## src/rtl/y86_fetch_unit.sv

```systemverilog
// y86_fetch_unit: Y86-64 fetch front end: aligned word reads, byte extraction, length decode.
// Optional macro Y86_FETCH_LEN_EN: decode length from word 0 and read/range-check only the bytes used.
module y86_fetch_unit #(
  parameter longint unsigned IMEM_BYTES = 64'd65536
) (
  input  logic        clock,
  input  logic        reset,
  input  logic        req_valid,
  input  logic [63:0] req_pc,
  output logic        req_ready,
  output logic        mem_rd_en,
  output logic [63:0] mem_addr,
  input  logic        mem_rd_valid,
  input  logic [63:0] mem_rd_data,
  input  logic        mem_err,
  output logic        out_valid,
  input  logic        out_ready,
  output logic [79:0] instr,
  output logic [3:0]  instr_len,
  output logic        instr_invalid,
  output logic        imem_error
);

  localparam logic [1:0] S_IDLE = 2'd0;
  localparam logic [1:0] S_REQ  = 2'd1;
  localparam logic [1:0] S_WAIT = 2'd2;
  localparam logic [1:0] S_DONE = 2'd3;

  localparam logic [64:0] LIMIT = 65'(IMEM_BYTES);

  logic [1:0]       state;
  logic [63:0]      pc;
  logic [1:0]       k;
  logic [1:0]       nwords;
  logic [2:0][63:0] slots;

  logic [2:0][63:0] slots_next;
  logic [79:0]      window;
  logic [79:0]      assembled;
  logic [3:0]       icode;
  logic [3:0]       len_dec;
  logic [1:0]       nwords_acc;
  logic [1:0]       nwords_eff;
  logic             oob_acc;
  logic             oob_mid;
  logic             more;

  assign req_ready = (state == S_IDLE);
  assign mem_rd_en = (state == S_REQ);
  assign mem_addr  = (state == S_REQ) ? ({pc[63:3], 3'b000} + {59'd0, k, 3'b000}) : '0;

  // Accept-time word count and range check (sum widened to 65 bits so wrap counts as out of range).
  always_comb begin
    nwords_acc = 2'(({2'b00, req_pc[2:0]} + 5'd9) >> 3) + 2'd1;
`ifdef Y86_FETCH_LEN_EN
    oob_acc = ({1'b0, req_pc} >= LIMIT);
`else
    oob_acc = (({1'b0, req_pc} + 65'd9) >= LIMIT);
`endif
  end

  // Slot buffer including the word arriving this cycle, so DONE outputs can be registered on entry.
  always_comb begin
    slots_next = slots;
    if (state == S_WAIT) begin
      slots_next[k] = mem_rd_data;
    end
    window = 80'(slots_next >> {pc[2:0], 3'b000});
    icode  = window[7:4];
  end

  always_comb begin
    case (icode)
      4'h0, 4'h1, 4'h9:       len_dec = 4'd1;
      4'h2, 4'h6, 4'hA, 4'hB: len_dec = 4'd2;
      4'h3, 4'h4, 4'h5:       len_dec = 4'd10;
      4'h7, 4'h8:             len_dec = 4'd9;
      default:                len_dec = 4'd1;
    endcase
  end

  always_comb begin
    assembled = '0;
    for (int unsigned i = 0; i < 10; i++) begin
`ifdef Y86_FETCH_LEN_EN
      if (i < 32'(len_dec)) begin
        assembled[79-8*i -: 8] = window[8*i +: 8];
      end
`else
      assembled[79-8*i -: 8] = window[8*i +: 8];
`endif
    end
  end

  // With length decode, word 0 fixes the real word count and the end-of-instruction range check.
  always_comb begin
    nwords_eff = nwords;
    oob_mid    = 1'b0;
`ifdef Y86_FETCH_LEN_EN
    if (k == 2'd0) begin
      nwords_eff = 2'(({2'b00, pc[2:0]} + {1'b0, len_dec} - 5'd1) >> 3) + 2'd1;
      oob_mid    = (({1'b0, pc} + 65'(len_dec) - 65'd1) >= LIMIT);
    end
`endif
    more = (({1'b0, k} + 3'd1) < {1'b0, nwords_eff});
  end

  always_ff @(posedge clock or posedge reset) begin
    if (reset) begin
      state         <= S_IDLE;
      pc            <= '0;
      k             <= '0;
      nwords        <= '0;
      slots         <= '0;
      out_valid     <= 1'b0;
      instr         <= '0;
      instr_len     <= '0;
      instr_invalid <= 1'b0;
      imem_error    <= 1'b0;
    end else begin
      case (state)
        S_IDLE: begin
          if (req_valid) begin
            pc     <= req_pc;
            k      <= '0;
            nwords <= nwords_acc;
            slots  <= '0;
            if (oob_acc) begin
              state         <= S_DONE;
              out_valid     <= 1'b1;
              imem_error    <= 1'b1;
              instr         <= '0;
              instr_len     <= '0;
              instr_invalid <= 1'b0;
            end else begin
              state <= S_REQ;
            end
          end
        end
        S_REQ: begin
          state <= S_WAIT;
        end
        S_WAIT: begin
          if (mem_rd_valid) begin
            slots  <= slots_next;
            nwords <= nwords_eff;
            if (mem_err || oob_mid) begin
              state         <= S_DONE;
              out_valid     <= 1'b1;
              imem_error    <= 1'b1;
              instr         <= '0;
              instr_len     <= '0;
              instr_invalid <= 1'b0;
            end else if (more) begin
              k     <= k + 2'd1;
              state <= S_REQ;
            end else begin
              state         <= S_DONE;
              out_valid     <= 1'b1;
              imem_error    <= 1'b0;
              instr         <= assembled;
              instr_len     <= len_dec;
              instr_invalid <= (icode > 4'hB);
            end
          end
        end
        default: begin
          if (out_ready) begin
            out_valid <= 1'b0;
            state     <= S_IDLE;
          end
        end
      endcase
    end
  end

endmodule

```

## config.mk

```make
export PLATFORM = sky130hd
export DESIGN_NAME = y86_fetch_unit
export DESIGN_NICKNAME = d
export VERILOG_FILES = /design/src/rtl/y86_fetch_unit.sv
export SDC_FILE = /design/constraint.sdc
export NUM_CORES = 1
export LEC_CHECK = 0
export BUFFER_PORTS_ARGS = -buffer_cell sky130_fd_sc_hd__buf_2
export CAP_MARGIN = 40
export CORE_UTILIZATION = 50
export CTS_BUF_LIST = sky130_fd_sc_hd__clkbuf_8
export DETAILED_ROUTE_END_ITERATION = 8
export PLACE_DENSITY = 0.72
export REMOVE_ABC_BUFFERS = 1
export SYNTH_ARGS = -nofsm -noshare
export SYNTH_HDL_FRONTEND = slang
export SYNTH_SLANG_ARGS = --single-unit
```

## constraint.sdc

```tcl
create_clock -name clock -period 11.7 [get_ports clock]
set_input_delay 2.34 -clock clock [delete_from_list [all_inputs] [get_ports clock]]
set_output_delay 2.34 -clock clock [all_outputs]
set_load 0.02 [all_outputs]
```

* After elaboration in Yosys (flattened, before gate mapping) *
Memory sizes are Yosys's and may differ from the RTL's.
Index checks and enable logic that the tools add are counted.

cells by class
  $add $sub $neg = 6
  order comparisons = 5
  equal/unequal tests = 8
  shift-type cells = 1
  mux-type cells = 49
  bitwise operators = 1
  reduce and logical (&&, ||, !) cells = 11

operator list
  kind                                                                  count
  2-to-1 mux 192 bit                                                    3
  2-to-1 mux 80 bit                                                     5
  one-hot mux 192 bit (2 select lines)                                  1
  bitwise mux 192 bit                                                   1
  right shift 192 x 6 -> 80 bit                                         1
  one-hot mux 80 bit (2 select lines)                                   1
  demux 64 bit (select 2 bit)                                           1
  2-to-1 mux 64 bit                                                     2
  adder 64 x 4 -> 65 bit (second input constant)                        1
  greater-or-equal comparator 65 x 17 -> 1 bit (second input constant)  1
  adder 64 x 5 -> 64 bit                                                1
  2-to-1 mux 2 bit                                                      10
  2-to-1 mux 4 bit                                                      5
  2-to-1 mux 1 bit                                                      14
  AND reduction 5 bit                                                   2
  != test 2 bit (second input constant)                                 4
  one-hot mux 4 bit (2 select lines)                                    1
  one-hot mux 2 bit (3 select lines)                                    1
  AND reduction 3 bit                                                   2
  AND reduction 6 bit                                                   1
  adder 3 x 4 -> 5 bit (second input constant)                          1
  adder 2 x 1 -> 2 bit (second input constant)                          2
  > comparator 4 bit (second input constant)                            1
  one-hot mux 1 bit (2 select lines)                                    2
  17 further kinds                                                      17

word-level totals
  register bits = 349
  bits in read-only memories = 48
  input port bits = 134
  word-level logic and storage cells = 94
  memories kept = 1

memory list
  memory           words  width  rd ports  clocked after memory_dff  write ports  line  source
  (no name shown)  16     3      1         0                         0            73    case (icode)

* Depth between registers and ports, before layout *
Gate-level depths: netlist of the first run.

  depth in word-level cells = 12
  depth in mapped cells = 14
  depth with buffers taken out = 10

* Worst setup path after synthesis of the first run *
Ideal clock, no wire load.

  path kind = reg2out
  start point = reg k[0]
  end point = out mem_addr[61]
  arrival = 3.077 ns
  required time = 9.360 ns
  setup slack = 6.283 ns
  cell stages (with the launch flop) = 11
  cells stage by stage = dfrtp_1 ha_1 fa_1 and3_1 nand4_1 or3_1 or2_2 or3_1 clkbuf_1 or3_1 a21oi_1

between the ends
  word-level cells in the longest chain between the ends = 2

ends and longest elaborated chain
  element                 line  source
  from (decl)             33    logic [1:0] k;
  from (signal assigned)  155   k <= k + 2'd1;
  adder 64 x 5 -> 64 bit  50    assign mem_addr = (state == S_REQ) ? ({pc[63:3], 3'b000} + {59'd0, k, 3'b000}) : '0;
  2-to-1 mux 64 bit       50
  to (decl)               12    output logic [63:0] mem_addr,

No other way between the ends.

* Worst setup path after layout of the first run *
Ends and elaborated chain as after synthesis.

==> results of run 1 <==
## cell usage after synthesis (7+ instances only)
library cell / count
nand2_1: 522
dfrtp_1: 292
mux2i_1: 249
o21ai_0: 203
clkbuf_1: 117
nor2_1: 94
a22o_1: 58
nand3_1: 57
a21oi_1: 49
a211oi_1: 39
mux4_2: 38
xor2_1: 31
xnor2_1: 30
nand4_1: 29
and3_1: 28
inv_1: 28
mux2_2: 26
or3_1: 23
buf_1: 19
nor3_1: 18
buf_2: 16
nor4_1: 12
and4_1: 10
nand2b_1: 10
o2bb2ai_2: 9
a21o_1: 8
and2_1: 8
o2bb2ai_1: 8
ha_1: 7
nor2b_1: 7
or2_2: 7
## worst max-delay path by stage
stage	startpoint	endpoint	slack (ns)	depth (start not counted)
after floorplan	reset	imem_error	1.30	1
after global placement	req_pc[43]	instr[52]	5.51	11
after detailed placement	req_pc[34]	instr[20]	5.50	12
after CTS	k[0]	mem_addr[61]	5.15	10
after global routing	k[0]	mem_addr[61]	4.93	10
final	k[0]	mem_addr[61]	5.15	10
## worst reg2reg max path, cell delays in order, from the launching register on
cell	delay (ns)
dfrtp_1	0.49
inv_1	0.17
ha_1	0.43
nand2_4	0.59
buf_4	0.65
mux2i_1	0.39
mux2i_1	0.16
mux4_2	0.56
mux2i_1	0.17
o32ai_1	0.12
a22o_1	0.19
## routing by layer
layer | vias up | track usage (%) | share of wire (%)
met1 | 8244 | 40.1 | 42
met3 | 121 | 6.60 | 8.0
met5 | - | 0 | 0.11
met2 | 689 | 48.1 | 47
met4 | 10 | 11.1 | 2.9
li1 | 7997 | - | -
## sequential cells by signal, summed over array words and instances (netlist names)
signal,count
slots,136
instr,80
pc,64
instr_len,3
k,2
nwords,2
state,2
imem_error,1
instr_invalid,1
out_valid,1
## report_power, final
group	leakage (nW)	total [mW]	internal (mW)	switching, mW
Combinational	6.21	2.89	1.19	1.69
Sequential	3.86	1.74	1.40	0.341
Clock	0.636	0.998	0.538	0.460
Total	10.7	5.62	3.13	2.49
## final cells by class
class	count	area (um2)
Antenna cell	12	30.0
Clock buffer	67	922
Clock inverter	29	165
Fill cell	3316	15100
Inverter	30	125
Multi-Input combinational cell	1650	10800
Sequential cell	292	7320
Tap cell	504	631
Timing Repair Buffer	310	1810
## kinds of logic after synthesis
family | count (synthesis) | synth area share [%]
AO/OA/AOI/OAI | 421 | 14.4
XOR/XNOR | 61 | 2.84
adder cells (fa/ha/maj) | 9 | 0.678
buffers and inverters | 190 | 4.08
flip-flops | 292 | 38.8
multiplexers | 313 | 19.3
other | 1 | 0.0199
AND/OR/NAND/NOR | 842 | 19.8
==> parameters.txt, run 1 <==
Parameter                              Value

CTS
  Clock latency of the later-clocked register in the worst-skew pair ... 0.67 ns
  Clock root buffer ... clkbuf_8
  Number of cells upsized or downsized after cts ... 0
  CTS sink count ... just under 300
  Register clock-pin slew on the reported worst setup and hold paths ... about 0.06 ns
  Count of hold-fix buffers inserted at cts ... 0
  Number of buffers on the longest clock path ... 3
  TritonCTS clock tree ... built
  CTS H-tree lvls ... 2
  Total clock buffers created by CTS ... between 50 and 60
  Buffers inserted during post-CTS setup optimization ... 0

Worst hold path
  Hold Path Stages ... 2
  Worst hold start ... out_valid
  Min-Delay Endpoint ... out_valid
  Worst min-delay path class ... reg2reg

Floorplanning
  Io pins ... between 200 and 300
  Std-Cell Rows ... 70
  DIE WIDTH ... 196 um
  Initial core utilization ... between 50 and 60%
  Core outline area ... between 30,000 and 40,000 um2
  Die Footprint ... 38,400 um2
  Chip height ... 196 um

Timing
  Accumulated negative setup slack ... 0 ns
  Number of hold-slack violations in the final timing report ... 0
  Skew final ... 0.0650 ns
  Hold Slack ... approximately 0.48 ns
  Unrepaired setup endpoints after global routing ... false
  Rel. slew slack ... 29.1%
  Final critical-path share of the clock period ... 55.9%
  Least-Margin Pin Slew ... 1.06 ns
  Number of pins exceeding their max-slew limit in the final report ... 0
  Final worst path period need ... 6.55 ns
  Setup violators final ... 0
  Worst Slack Setup Final ... 5.15 ns
  Fmax achieved ... 153 MHz

Worst setup path
  Reg-to-reg endpoint ... instr_len[3]
  CP Max Fanout ... 9
  Buf+Inv Stages, Crit Path ... 1
  Family of cells with the greatest summed delay on the critical path ... simple AND/OR/NAND/NOR gates
  Startpoint class of the critical path ... register
  Worst-path cell chain ... ha_1 > fa_1 > and3_1 > nand4_1 > or3_1 > or2_2 > or3_1 > or3_1 > a21oi_1 > buf_2
  Worst reg-to-reg path cell count ... 10
  Required time of the worst setup path ... 9.36 ns
  Crit Reg-Reg Startpoint ... k[1]
  Critical Path Sink Type ... output pin
  Arrival time reported for the critical path endpoint ... 4.21 ns
  Minimum setup slack among reg-to-reg paths ... 7.71 ns
  Peak per-stage delay on the critical path ... ~0.53 ns
  Cell type with the highest occurrence count on the critical path ... or3_1
  Critical path class ... reg2out
  Library cell contributing the largest single delay on the critical path ... or3_1

Final layout
  Area growth from synthesis to layout ... 15.9%
  Layout net count ... about 2,500
  Fin cells ... 2,894
  Most frequent standard cell in the layout excluding fill and tap cells ... nand2_1
  Fraction of final layout cells with drive strength greater than 1 ... 20.7%
  Final core utilization ... 59.2%
  Post-route design area ... 21,800 um2
  Commonest cells after routing, fill and taps aside ... 519 x nand2_1, 289 x dfrtp_1, 282 x buf_2

Route
  Iteration count of the initial detailed-routing pass ... 6
  Total vias in the final route ... approximately 17,000
  Number of antenna-violating nets in the routed design ... 0
  Wire length per cell ... ~20 um
  Drc violations ... 0
  Vias per Instance ... 5.90
  Number of DRC violations after detailed-routing iteration 0 ... approximately 1,500
  Routed wire length ... roughly 58,000 um

Synthesis
  Per-instance average area after synthesis ... 8.84 um2
  Count of state elements after synthesis ... 292
  Share of the synthesized area in the top cell type ... 38.8%
  Number of enable flip-flop cells after synthesis ... 0
  Netlist area before placement ... between 15,000 and 20,000 um2
  Most common flop cell mapped by yosys ... dfrtp_1
  Largest area contributor in the synthesized netlist ... dfrtp_1
  Total of warnings raised by yosys ... 0
  Sequential cell area fraction in the yosys report ... 38.8%
  Proportion of register bits with asynchronous set or reset after synthesis ... 100%
  Number of different library cells in the post-synthesis netlist ... 70
  Most area-consuming cells after synthesis ... dfrtp_1 39%, mux2i_1 13%, nand2_1 10%
  Synthesized netlist cell count ... 2,129

Power
  Total design power ... 5.62 mW
  Power per cell area ... roughly 260 nW/um2
  Static power due to leakage ... 10.7 nW
  Maximum vdd drop ... approximately 0.14 mV

Placement
  Detailed Place HPWL ... roughly 40,000 um
  Total placed cells including tap cells ... roughly 2,800
  Minimum setup slack after placement ... between 5 and 6 ns
  Area post-placement ... 20,700 um2
  Number of port buffers ... 282
  GPL Wtd Cong ... 0.923

Global route
  Pin count of the biggest net entering global routing ... between 150 and 200
  Global router's overall resource usage ... 30.1%
  Vias in the first global route ... approximately 17,000
  GR Overflow Total ... 0
  Antenna violations before repair ... 15
  Global-route wire length before repair ... 91,400 um

Status
  Status ... finished, final reports clean

Flow run
  Max-capacitance violation count ... 0
Power figures use the tool's default switching activity.
==> run 2, diff against run 1 <==
--- a/config.mk
+++ b/config.mk
@@ -5,12 +5,13 @@
 export SDC_FILE = /design/constraint.sdc
 export NUM_CORES = 1
 export LEC_CHECK = 0
+export ABC_AREA = 1
 export BUFFER_PORTS_ARGS = -buffer_cell sky130_fd_sc_hd__buf_2
 export CAP_MARGIN = 40
 export CORE_UTILIZATION = 50
 export CTS_BUF_LIST = sky130_fd_sc_hd__clkbuf_8
 export DETAILED_ROUTE_END_ITERATION = 8
-export PLACE_DENSITY = 0.72
+export PLACE_DENSITY = 0.74
 export REMOVE_ABC_BUFFERS = 1
 export SYNTH_ARGS = -nofsm -noshare
 export SYNTH_HDL_FRONTEND = slang
==> constraint.sdc (replaced) <==
create_clock -name clock -period 5.4 [get_ports clock]
set_input_delay 1.08 -clock clock [delete_from_list [all_inputs] [get_ports clock]]
set_output_delay 1.08 -clock clock [all_outputs]
set_load 0.02 [all_outputs]
==> parameters.txt, run 2 <==
Parameter                              Value

Status
  Status ... complete, but fails checks
  Failing checks ... DRC

Timing
  Fmax achieved ... 196 MHz
  Unrepaired setup endpoints after global routing ... false
  Rel. slew slack ... 40.1% (+11 points)
  Number of pins exceeding their max-slew limit in the final report ... 0 (unchanged)
  Final critical-path share of the clock period ... 94.7%
  Number of hold-slack violations in the final timing report ... 0 (unchanged)
  Worst Slack Setup Final ... 0.287 ns (-4.87 ns)
  Final worst path period need ... approximately 5 ns
  Skew final ... 0.0230 ns (-0.0420 ns)
  Setup violators final ... 0 (unchanged)
  Least-Margin Pin Slew ... 0.898 ns (-0.165 ns)
  Accumulated negative setup slack ... 0 ns (unchanged)

Route
  Vias per Instance ... 5.73 (-2.7%)
  Number of antenna-violating nets in the routed design ... 0 (unchanged)
  Number of DRC violations after detailed-routing iteration 0 ... 2,380 (+64%)
  Total vias in the final route ... 22,200 (+30%)
  Wire length per cell ... 18.4 um (-8.0%)
  Routed wire length ... 71,300 um (+23%)
  Drc violations ... 4 (+4)
  Iteration count of the initial detailed-routing pass ... 7 (+1)

Worst setup path
  Crit. Startpoint ... k[0]
  Worst-path cell chain ... ha_1 > fa_1 > nand2_1 > nor2_2 > nand2_1 > nor2_4 > nand3_1 > nor4_1 > nand4_1 > nor2_1 > nand3_1 > nand2_1 > nand2_1 > nor2_1 > buf_2
  Buf+Inv Stages, Crit Path ... 1 (unchanged)
  Required time of the worst setup path ... 4.32 ns (-5.04 ns)
  Number of cells on the critical path ... 15 (+5)
  Cell type with the highest occurrence count on the critical path ... nand2_1
  Library cell contributing the largest single delay on the critical path ... nor4_1
  Reg-to-reg endpoint ... instr_len[1]
  Family of cells with the greatest summed delay on the critical path ... simple AND/OR/NAND/NOR gates
  CP Max Fanout ... 7 (-2)
  Crit Reg-Reg Startpoint ... state[0]
  Capture point of the critical path ... mem_addr[51]
  Critical Path Sink Type ... output pin
  Arrival time reported for the critical path endpoint ... 4.03 ns (-0.18 ns)
  Startpoint class of the critical path ... register
  Worst reg-to-reg path cell count ... 16 (+6)
  Minimum setup slack among reg-to-reg paths ... 1.79 ns (-5.92 ns)
  Critical path class ... reg2out
  Peak per-stage delay on the critical path ... 0.56 ns (+0.03 ns)

Floorplanning
  Core outline area ... 39,600 um2 (+7.5%)
  Io pins ... 287 (unchanged)
  Initial core utilization ... 50.6% (-0.45 points)
  Chip height ... 202 um (+3.2%)
  DIE WIDTH ... 202 um (+3.2%)
  Die Footprint ... 40,900 um2 (+6.5%)
  Std-Cell Rows ... 73 (+4.3%)

Final layout
  Commonest cells after routing, fill and taps aside ... 1,033 x nand2_1, 373 x o21ai_0, 297 x nor2_1
  Registers with the highest flip-flop counts ... slots x136, instr x80, pc x64
  Final core utilization ... 57.9% (-1.2 points)
  Multi-input logic area ... 11,100 um2 (+2.2%)
  Layout net count ... 3,439 (+39%)
  Largest register FFs ... 136 (unchanged)
  Total of fill cells in the finished design ... 3,958 (+19%)
  Register with the highest flop count ... slots
  Fraction of final layout cells with drive strength greater than 1 ... 13.3% (-7.5 points)
  Fin cells ... 3,864 (+34%)
  FF/Latch Area ... 7320 um2 (unchanged)
  Most frequent standard cell in the layout excluding fill and tap cells ... nand2_1
  Area growth from synthesis to layout ... 14.5%

Global route
  Vias in the first global route ... 20,500 (+24%)
  GR Overflow Total ... 0 (unchanged)
  Pin count of the biggest net entering global routing ... 103 (-40%)
  Global router's overall resource usage ... 34.5% (+4.4 points)
  Antenna violations before repair ... 3 (-12)
  Global-route wire length before repair ... 112,000 um (+22%)

Synthesis
  Most common flop cell mapped by yosys ... dfrtp_1
  Most area-consuming cells after synthesis ... dfrtp_1 36%, nand2_1 19%, o21ai_0 9.3%
  Top post-synthesis cells by count ... 1,035 x nand2_1, 373 x o21ai_0, 301 x nor2_1
  Per-instance average area after synthesis ... 6.46 um2 (-27%)
  Largest area contributor in the synthesized netlist ... dfrtp_1
  Netlist area before placement ... 20,100 um2 (+6.6%)
  Most common cell in the synthesized netlist ... nand2_1
  Count of state elements after synthesis ... 292 (unchanged)
  Proportion of register bits with asynchronous set or reset after synthesis ... 100% (unchanged)
  Total of warnings raised by yosys ... 0 (unchanged)
  Sequential cell area fraction in the yosys report ... 36.4% (-2.4 points)
  Synthesized netlist cell count ... 3,106 (+46%)
  Share of the synthesized area in the top cell type ... 36.4% (-2.4 points)
  Number of different library cells in the post-synthesis netlist ... 49 (-30%)
  Number of enable flip-flop cells after synthesis ... 0 (unchanged)

Power
  Power per cell area ... 604 nW/um2 (+130%)
  Power share of the clock group ... 15.9% (-1.9 points)
  Sw Share ... 51.5% (+7.1 points)
  Total design power ... 13.9 mW (+150%)
  Relative contribution of sequential cells to total power ... 27.0% (-3.9 points)
  Maximum vdd drop ... 0.273 mV (+90%)
  Gate power share ... 57.0% (+5.6 points)
  Net Sw Power ... 7.14 mW (+190%)
  Static power due to leakage ... 11.4 nW (+6.7%)
  Internal power ... 6.73 mW (+120%)

Placement
  Detailed Place HPWL ... 51,900 um (+28%)
  Number of port buffers ... 282 (unchanged)
  Minimum setup slack after placement ... 1.07 ns (-4.43 ns)
  GPL Wtd Cong ... 1.06 (+15%)
  Total placed cells including tap cells ... 3,767 (+35%)

Worst hold path
  Worst min-delay path class ... reg2reg

CTS
  CTS sink count ... 292 (unchanged)
  Clock latency of the later-clocked register in the worst-skew pair ... 0.64 ns (-0.03 ns)
  Number of buffers on the longest clock path ... 3 (unchanged)
  Register clock-pin slew on the reported worst setup and hold paths ... 0.06 ns (about the same)
  Buffers inserted during post-CTS setup optimization ... 0 (unchanged)
  Number of cells upsized or downsized after cts ... 0 (unchanged)
  CTS H-tree lvls ... 2 (unchanged)
  Clock root buffer ... clkbuf_8
  Total clock buffers created by CTS ... 52 (unchanged)
  Count of hold-fix buffers inserted at cts ... 0 (unchanged)
  TritonCTS clock tree ... built

Flow run
  Max-capacitance violation count ... 0 (unchanged)
run 2: cell types whose count changed after synthesis, sizes merged, moves of 38 or more:
cell | before | now
nand2 | 522 | 1040
nor2 | 94 | 317
mux4 | 38 | 0
nand3 | 58 | 207
o22ai | 2 | 77
inv | 29 | 257
nor3 | 18 | 72
mux2i | 249 | 21
o21ai | 203 | 376
run 2: power groups by stage:
| stage | clock (mW) | sequential, mW | combinational, mW |
|---|---|---|---|
| global route | 2.34 | 3.85 | 8.78 |
| floorplan | 0 | 4.03 | 4.94 |
| CTS | 2.25 | 3.73 | 7.76 |
| finish | 2.21 | 3.75 | 7.91 |
| global placement | 0 | 3.73 | 7.45 |
| detailed placement | 0 | 3.76 | 7.73 |
run 2: per-stage QoR:
step	hold WS, ns	cell area [um2]
after floorplan	0.446	19300
after global placement	0.452	21700
after detailed placement	0.454	21800
after CTS	0.469	23000
after global routing	0.488	23000
final	0.465	23000
run 2: layout make-up:
cell class	instances	share of cell area [%]
multi-input combinational	2376	48.1
sequential	292	31.9
timing repair buffer	315	7.96
inverter	259	4.28
clock buffer	69	4.13
tap	525	2.86
clock inverter	24	0.719
antenna	4	0.0436
run 2: worst min-delay path by stage:
stage	startpoint	to	slack, ns	cells past startpoint
global placement	instr[17]	instr[17]	0.45	2
finish	instr[9]	instr[9]	0.47	2
CTS	instr[9]	instr[9]	0.47	2
global route	instr[40]	instr[40]	0.49	2
detailed placement	instr[9]	instr[9]	0.45	2
floorplan	slots[75]	slots[75]	0.45	2
run 2: metal layers:
| metal | track usage [%] | share of wire (%) | up-vias |
|---|---|---|---|
| met5 | 0 | 0 | - |
| met4 | 12.9 | 3.2 | 0 |
| met3 | 6.00 | 9.3 | 119 |
| met2 | 52.7 | 44 | 1130 |
| met1 | 48.7 | 43 | 10300 |
| li1 | - | - | 10600 |
run 2: worst register-to-register path, delay by kind of cell, from the launching register on:
family,cells,cell delay [ns]
buffers and inverters,3,0.54
flip-flops,1,0.42
AND/OR/NAND/NOR,13,2.58
run 2: cells by family (layout without fill, tap and decap cells):
group | count (synthesis) | in the layout | synth area share, %
AND/OR/NAND/NOR | 1697 | 1697 | 34.8
AO/OA/AOI/OAI | 620 | 620 | 17.3
buffers and inverters | 441 | 667 | 8.72
flip-flops | 292 | 292 | 36.4
XOR/XNOR | 25 | 25 | 1.09
multiplexers | 21 | 21 | 1.05
adder cells (fa/ha/maj) | 9 | 9 | 0.636
other | 1 | 8 | 0.0187
